## config.mk

```make
export PLATFORM = sky130hd
export DESIGN_NAME = fake_rd_gen_flat
export DESIGN_NICKNAME = d
export VERILOG_FILES = /design/src/rtl/fake_rd_pkg.sv /design/src/rtl/fake_rd_gen_if.sv /design/src/rtl/fake_rd_chan.sv /design/src/rtl/rd_synchronizer.sv /design/src/rtl/fake_rd_gen.sv /design/src/flat_wrapper.sv
export SDC_FILE = /design/constraint.sdc
export NUM_CORES = 1
export LEC_CHECK = 0
export ABC_AREA = 1
export ABC_CLOCK_PERIOD_IN_PS = 3700
export BUFFER_PORTS_ARGS = -buffer_cell sky130_fd_sc_hd__buf_2
export CAP_MARGIN = 20
export CORE_MARGIN = 3
export CORE_UTILIZATION = 59
export DETAILED_ROUTE_END_ITERATION = 6
export GPL_TIMING_DRIVEN = 0
export HOLD_SLACK_MARGIN = 0.15
export PLACE_DENSITY = 0.79
export RECOVER_POWER = 25
export REMOVE_ABC_BUFFERS = 1
export SETUP_SLACK_MARGIN = 0.15
export SYNTH_ARGS = -nofsm -noshare
export SYNTH_HDL_FRONTEND = slang
export SYNTH_SLANG_ARGS = --single-unit
```

## constraint.sdc

```tcl
create_clock -name LOCAL_CLK -period 3.7 [get_ports LOCAL_CLK]
set_input_delay 0.185 -clock LOCAL_CLK [delete_from_list [all_inputs] [get_ports LOCAL_CLK]]
set_output_delay 0.185 -clock LOCAL_CLK [all_outputs]
set_load 0.05 [all_outputs]
```

## src/rtl/fake_rd_pkg.sv

```systemverilog
// fake_rd_pkg: pattern modes, FSM states and parity helper for the fake RD source
package fake_rd_pkg;
  localparam logic [1:0] MODE_UP   = 2'd0;
  localparam logic [1:0] MODE_UPDN = 2'd1;
  localparam logic [1:0] MODE_ALT  = 2'd2;
  localparam logic [1:0] MODE_WALK = 2'd3;
  typedef enum logic [1:0] {IDLE, SEND, DONE} state_e;
  function automatic logic word_parity(input logic [15:0] word, input logic odd);
    return (^word) ^ odd;
  endfunction
endpackage

```

## src/rtl/fake_rd_gen_if.sv

```systemverilog
// fake_rd_gen_if: control inputs and serial frame outputs of the fake RD source
interface fake_rd_gen_if #(parameter int NCHAN = 2, parameter int FRAME_CNT_W = 16);
  logic                   ENABLE;
  logic                   TRIGGER;
  logic [1:0]             MODE;
  logic                   ENABLE_XFR;
  logic [NCHAN-1:0]       SERIAL_OUT;
  logic                   FRAME_DONE;
  logic [FRAME_CNT_W-1:0] FRAME_COUNT;
  logic [1:0]             DBG;
  modport master (input ENABLE, TRIGGER, MODE, output ENABLE_XFR, SERIAL_OUT, FRAME_DONE, FRAME_COUNT, DBG);
  modport slave (output ENABLE, TRIGGER, MODE, input ENABLE_XFR, SERIAL_OUT, FRAME_DONE, FRAME_COUNT, DBG);
endinterface

```

## src/rtl/fake_rd_chan.sv

```systemverilog
// fake_rd_chan: one channel's pattern register, shift-out mux and parity accumulator
module fake_rd_chan
  import fake_rd_pkg::*;
#(
  parameter int WORD_WIDTH = 12,
  parameter int ODD_PARITY = 1,
  parameter int BW = 4
) (
  input  logic          clk,
  input  logic          rst_n,
  input  logic          load,
  input  logic          active,
  input  logic          word_advance,
  input  logic [1:0]    mode,
  input  logic [2:0]    chan,
  input  logic [BW-1:0] bit_idx,
  output logic          serial,
  output logic          par_acc
);
  logic [WORD_WIDTH-1:0] pat_q, pat_d, alt_init, init, nxt, shifted;
  logic acc_q, acc_d, data_bit, par_slot;
  always_comb begin
    alt_init = '0;
    for (int i = 0; i < WORD_WIDTH; i++) alt_init[i] = ((WORD_WIDTH - 1 - i) % 2) == 0;
  end
  always_comb begin
    init = mode == MODE_UP ? WORD_WIDTH'(chan) : mode == MODE_ALT ? alt_init :
           mode == MODE_WALK ? WORD_WIDTH'(1) : '0;
    nxt = mode == MODE_UP ? pat_q + 1'b1 :
          mode == MODE_UPDN ? (chan[0] ? pat_q - 1'b1 : pat_q + 1'b1) :
          mode == MODE_ALT ? ~pat_q : {pat_q[WORD_WIDTH-2:0], pat_q[WORD_WIDTH-1]};
    shifted = pat_q << bit_idx;
    data_bit = shifted[WORD_WIDTH-1];
    par_slot = bit_idx == BW'(WORD_WIDTH);
    serial = par_slot ? word_parity(16'(pat_q), ODD_PARITY != 0) : data_bit;
    pat_d = load ? init : word_advance ? nxt : pat_q;
    acc_d = (load || word_advance) ? 1'b0 : (active && !par_slot) ? acc_q ^ data_bit : acc_q;
  end
  always_ff @(posedge clk) begin
    if (!rst_n) begin
      pat_q <= '0;
      acc_q <= 1'b0;
    end else begin
      pat_q <= pat_d;
      acc_q <= acc_d;
    end
  end
  assign par_acc = acc_q;
endmodule

```

## src/rtl/rd_synchronizer.sv

```systemverilog
// rd_synchronizer: two-flop resynchroniser for asynchronous control inputs
module rd_synchronizer (
  input  logic clk,
  input  logic d,
  output logic q
);
  logic meta_q;
  always_ff @(posedge clk) begin
    meta_q <= d;
    q <= meta_q;
  end
endmodule

```

## src/rtl/fake_rd_gen.sv

```systemverilog
// fake_rd_gen: NCHAN framed serial test-pattern streams with per-word parity
module fake_rd_gen
  import fake_rd_pkg::*;
#(
  parameter int NCHAN = 2,
  parameter int WORD_WIDTH = 12,
  parameter int MEM_SIZE = 2048,
  parameter int ODD_PARITY = 1,
  parameter int FRAME_CNT_W = 16
) (
  input logic LOCAL_CLK,
  input logic LOCAL_RSTN,
  fake_rd_gen_if.master bus
);
  localparam int BW = $clog2(WORD_WIDTH + 1);
  localparam int WW = MEM_SIZE > 1 ? $clog2(MEM_SIZE) : 1;
  state_e state_q, state_d;
  logic [BW-1:0] bit_q, bit_d;
  logic [WW-1:0] word_q, word_d;
  logic [FRAME_CNT_W-1:0] count_q, count_d;
  logic [1:0] mode_q, mode_d, chan_mode;
  logic trig_prev_q, trig_prev_d, l_en, l_trig, load, adv, last_bit, last_word, xfr;
  logic [NCHAN-1:0] ser, acc;
  logic unused_acc;
  rd_synchronizer u_sync_en (.clk(LOCAL_CLK), .d(bus.ENABLE), .q(l_en));
  rd_synchronizer u_sync_trig (.clk(LOCAL_CLK), .d(bus.TRIGGER), .q(l_trig));
  assign last_bit = bit_q == BW'(WORD_WIDTH);
  assign last_word = word_q == WW'(MEM_SIZE - 1);
  assign xfr = state_q == SEND;
  assign chan_mode = load ? bus.MODE : mode_q;
  always_comb begin
    state_d = state_q;
    bit_d = bit_q;
    word_d = word_q;
    count_d = count_q;
    mode_d = mode_q;
    trig_prev_d = l_trig;
    load = 1'b0;
    adv = 1'b0;
    case (state_q)
      IDLE: if (l_trig && !trig_prev_q && l_en) begin
        state_d = SEND;
        mode_d = bus.MODE;
        load = 1'b1;
      end
      SEND: begin
        adv = last_bit;
        bit_d = last_bit ? '0 : bit_q + 1'b1;
        if (last_bit) word_d = last_word ? '0 : word_q + 1'b1;
        if (last_bit && last_word) begin
          state_d = DONE;
          count_d = count_q + 1'b1;
        end
      end
      default: state_d = IDLE;
    endcase
    // losing enable abandons the frame without counting it
    if (!l_en) begin
      state_d = IDLE;
      bit_d = '0;
      word_d = '0;
      count_d = count_q;
    end
  end
  always_ff @(posedge LOCAL_CLK) begin
    if (!LOCAL_RSTN) begin
      state_q <= IDLE;
      bit_q <= '0;
      word_q <= '0;
      count_q <= '0;
      mode_q <= MODE_UP;
      trig_prev_q <= 1'b1;
    end else begin
      state_q <= state_d;
      bit_q <= bit_d;
      word_q <= word_d;
      count_q <= count_d;
      mode_q <= mode_d;
      trig_prev_q <= trig_prev_d;
    end
  end
  for (genvar c = 0; c < NCHAN; c++) begin : g_chan
    fake_rd_chan #(.WORD_WIDTH(WORD_WIDTH), .ODD_PARITY(ODD_PARITY), .BW(BW)) u_chan (
      .clk(LOCAL_CLK), .rst_n(LOCAL_RSTN), .load(load), .active(xfr), .word_advance(adv),
      .mode(chan_mode), .chan(3'(c)), .bit_idx(bit_q), .serial(ser[c]), .par_acc(acc[c])
    );
  end
  assign unused_acc = ^acc;
  assign bus.ENABLE_XFR = xfr;
  assign bus.SERIAL_OUT = ser & {NCHAN{xfr}};
  assign bus.FRAME_DONE = state_q == DONE;
  assign bus.FRAME_COUNT = count_q;
  assign bus.DBG = {acc[NCHAN-1], bit_q[BW-1]};
endmodule

```

## src/flat_wrapper.sv

```systemverilog
// flat-port wrapper written by rule: the top's interface ports become plain ports
module fake_rd_gen_flat import fake_rd_pkg::*;
#(
  parameter int NCHAN = 2,
  parameter int WORD_WIDTH = 12,
  parameter int MEM_SIZE = 2048,
  parameter int ODD_PARITY = 1,
  parameter int FRAME_CNT_W = 16
)
  (LOCAL_CLK, LOCAL_RSTN, bus_ENABLE, bus_TRIGGER, bus_MODE, bus_ENABLE_XFR, bus_SERIAL_OUT, bus_FRAME_DONE, bus_FRAME_COUNT, bus_DBG);
  fake_rd_gen_if #(.NCHAN(NCHAN), .FRAME_CNT_W(FRAME_CNT_W)) bus_i ();
  input logic LOCAL_CLK;
  input logic LOCAL_RSTN;
  input wire logic [$bits(bus_i.ENABLE)-1:0] bus_ENABLE;
  input wire logic [$bits(bus_i.TRIGGER)-1:0] bus_TRIGGER;
  input wire logic [$bits(bus_i.MODE)-1:0] bus_MODE;
  output wire logic [$bits(bus_i.ENABLE_XFR)-1:0] bus_ENABLE_XFR;
  output wire logic [$bits(bus_i.SERIAL_OUT)-1:0] bus_SERIAL_OUT;
  output wire logic [$bits(bus_i.FRAME_DONE)-1:0] bus_FRAME_DONE;
  output wire logic [$bits(bus_i.FRAME_COUNT)-1:0] bus_FRAME_COUNT;
  output wire logic [$bits(bus_i.DBG)-1:0] bus_DBG;
  assign bus_i.ENABLE = bus_ENABLE;
  assign bus_i.TRIGGER = bus_TRIGGER;
  assign bus_i.MODE = bus_MODE;
  assign bus_ENABLE_XFR = bus_i.ENABLE_XFR;
  assign bus_SERIAL_OUT = bus_i.SERIAL_OUT;
  assign bus_FRAME_DONE = bus_i.FRAME_DONE;
  assign bus_FRAME_COUNT = bus_i.FRAME_COUNT;
  assign bus_DBG = bus_i.DBG;
  fake_rd_gen #(.NCHAN(NCHAN), .WORD_WIDTH(WORD_WIDTH), .MEM_SIZE(MEM_SIZE), .ODD_PARITY(ODD_PARITY), .FRAME_CNT_W(FRAME_CNT_W)) u_core (.LOCAL_CLK(LOCAL_CLK), .LOCAL_RSTN(LOCAL_RSTN), .bus(bus_i));
endmodule
```

==> impl_metrics.yaml <==
floorplanning:
  fp.dieArea_um2: 8810
  num_rows: 31
  io_pins: 28
  placeableCoreArea_um2: 7370
  die_w_um: 93.9
  initial_core_util_pct: 61.8
  die-height_um: 93.9
power_and_ir_drop:
  power.leakage_uw: 0.00199
  internal_power_uw: 1060
  seq_power_share_pct: 47.5
  clkPwrFrac_pct: 43.4
  p_switching_uw: 432
  swShare_pct: 28.9
  cellPowerDensity_nw_per_um2: 304
  irDropWorstVdd_uv: 169
  finalPower_uw: 1500
  comb_power_share_pct: 9.1
worst_setup_path:
  worstSetupPathType: "reg2reg"
  reg2reg_from: "u_core.state_q[0]"
  end_kind: "flop"
  path_max_fanout: 16
  path_depth: 12
  path_common_cell: "inv_1"
  rr_worst_depth: 12
  setup.worst_path.start: "u_core.state_q[0]"
  critPathTopFamily: "compound AO/OA/AOI/OAI gates"
  cp.buffers_inverters: 4
  worst_ep_required_time_ns: 3.96
  crit_chain: "or2_1 > nor2_4 > inv_1 > o21ai_0 > inv_1 > ha_1 > inv_1 > nand2_1 > o21ai_0 > o21ai_0 > o211ai_1 > inv_1"
  cpPeakStageDelay_ns: 0.46
  crit_slowest_cell: "o21ai_0"
  crit_arrival_ns: 3.62
  start_kind: "flop"
placement:
  dp_hpwl_mm: 8.40
  dp_slack_ns: -0.0887
  gp_congestion: 0.875
  portBuffers: 27
synth:
  yosysMostFrequentCell: "nand2_1"
  netlist_instances: 700
  synth_top_area_share_pct: 28.6
  seq_area_frac_synth_pct: 28.6
  synthTopCellsByCount: "nand2_1, inv_1, o21ai_0, dfxtp_1, a21oi_1"
  synth_cell_types: 39
  synthArstFlopShare_pct: 0
  synth-main-ff-cell: "dfxtp_1"
  yosys_warnings: 0
  post-synth-top-area-cell: "dfxtp_1"
  synth_area_um2: 4560
  ys_ff_latch: 65
  synth_edf_count: 0
  yosys-top-cells-area: "dfxtp_1, nand2_1, o21ai_0"
  postSynthAreaPerCell_um2: 6.51
global_routing:
  overflow: 0
  grt_pass1_vias: 4343
  antenna_found_initial: 0
  grt_pass1_wl_mm: 19.8
  grt_max_degree: 27
  groute.usage.overall_pct: 28.1
sta:
  worstMarginPinSlew_ns: 0.785
  setup_violations: 0
  drv_slew: 0
  finClkSkew_ns: 0.00824
  hold_viol_final: 0
  slew_headroom_pct: 47.5
  rsz0062_at_grt: "no"
  max_freq_ghz: 0.297
  setup_slack_ns: 0.336
  min_period_ns: 3.36
  fin_crit_sh_pct: 90.9
layout:
  area_growth_pct: 8.04
  finalNetCount: 751
  insertedDiodeCount: 0
  utilization_pct: 66.8
  layout-drive-gt1-share_pct: 6.48
clock_network:
  clock_sinks: 65
  cts_tree: "done"
  cts.htree.levels: 3
  clockBufferDepth: 2
  clk_latency_ns: 0.36
  cts-root-buf: "clkbuf_8"
  clk_pin_slew_ns: 0.08
  cts-buffers-inserted: 9
detailed_routing:
  drt_wl_total_mm: 12.2
  drt-initial-drc-count: 439
  firstDrtPassIters: 5
  vias: 4768
  drt-wirelength-per-cell_um: 14.8
  viasPerCell: 5.79
  dr_wl_met2_mm: 5.66
  routed.top_layer: "met4"
  routed-wl-met3_mm: 1.04
  wl_met1_mm: 5.17
  drtAntennaViolNets: 0
  drcViolationCount: 0
worst_hold_path:
  hp-class: "in2reg"
  min-delay-start: "LOCAL_RSTN"
  min_path_cells: 3
run:
  cap_violations: 0
run_status:
  status: "finished clean"
==> sequential cells by signal (all words and copies together) (netlist names) <==
| signal | cells |
|---|---|
| u_core.trig_prev_q | 1 |
| u_core.bus.FRAME_COUNT | 16 |
| u_core.word_q | 11 |
| u_core.u_sync_trig.meta_q | 1 |
| u_core.g_chan.u_chan.pat_q | 24 |
| u_core.u_sync_en.meta_q | 1 |
| u_core.u_sync_en.q | 1 |
| u_core.mode_q | 2 |
| u_core.state_q | 2 |
| u_core.g_chan.u_chan.par_acc | 1 |
| u_core.bit_q | 4 |
| u_core.u_sync_trig.q | 1 |
==> worst reg2reg max path, cell delays in order (launching register included) <==
cell and delay (ns):
dfxtp_1 0.34, or2_1 0.24, nor2_4 0.23, inv_1 0.15, o21ai_0 0.46, inv_1 0.17, ha_1 0.46, inv_1 0.43
nand2_1 0.19, o21ai_0 0.23, o21ai_0 0.12, o211ai_1 0.18, inv_1 0.06
==> layout make-up <==
class / instances / area (um2)
clock buffers: 9 / 124
clock inverters: 7 / 77.6
fillers: 661 / 2450
inverters: 85 / 320
multi-input cells: 528 / 2830
flip-flops and latches: 65 / 1300
well taps: 99 / 124
repair buffers: 31 / 149
==> power groups by stage <==
| stage | combinational (uW) | sequential, uW | clock, uW |
|---|---|---|---|
| final | 136 | 710 | 649 |
| after global routing | 151 | 711 | 681 |
| after CTS | 128 | 710 | 641 |
| after detailed placement | 124 | 726 | 0 |
| after global placement | 120 | 726 | 0 |
| after floorplan | 88.7 | 724 | 0 |
==> kinds of logic after synthesis <==
group,after synthesis,share of synthesized area (%)
adder cells (fa/ha/maj),25,6.86
buffers and inverters,107,9.50
AO/OA/AOI/OAI,162,18.7
flip-flops,65,28.6
XOR/XNOR,33,6.34
AND/OR/NAND/NOR,308,30.0
==> cell usage in the layout, fill, tap and decap left out, types with 12 or more instances in the layout <==
cell	instances
nand2_1	158
inv_1	77
o21ai_0	76
dfxtp_1	65
a21oi_1	63
nor2_1	55
nand3_1	50
ha_1	25
xor2_1	18
clkbuf_1	17
xnor2_1	15
o211ai_1	13
nor3_1	12
==> routing by layer <==
layer	up-vias	track usage [%]
li1	2354	-
met1	2142	36.2
met2	230	44.5
met3	42	6.01
met4	0	13.4
met5	-	0
==> per-stage QoR <==
stage / hold WS [ns] / area [um2] / instances / setup TNS [ns]
global route: 0.174 / 4920 / 824 / 0
finish: 0.163 / 4920 / 824 / 0
CTS: 0.165 / 4930 / 822 / 0
global placement: 0.288 / 4700 / 804 / 0
detailed placement: 0.292 / 4700 / 804 / -0.304
floorplan: 0.213 / 4440 / 678 / 0
==> repair_timing <==
action                                  in CTS  in global routing
gates resized for setup                      1                  1
hold buffers                                 2                  0
setup buffers                                0                  2
endpoints found under the setup margin       8                 12
hold endpoints to repair                     2                  0
cloned                                       0                  0
pin swaps                                    0                  1
==> path summary, 6_finish.rpt <==
check / endpoint / slack [ns]
worst min register to register: u_core.u_sync_en.q / 0.32
worst max-delay path: u_core.g_chan[1].u_chan.pat_q[0] / 0.34
worst min-delay path: u_core.bus.FRAME_COUNT[0] / 0.16
worst max register to register: u_core.g_chan[1].u_chan.pat_q[0] / 0.34
No activity file was read; power rests on OpenSTA's default activity.
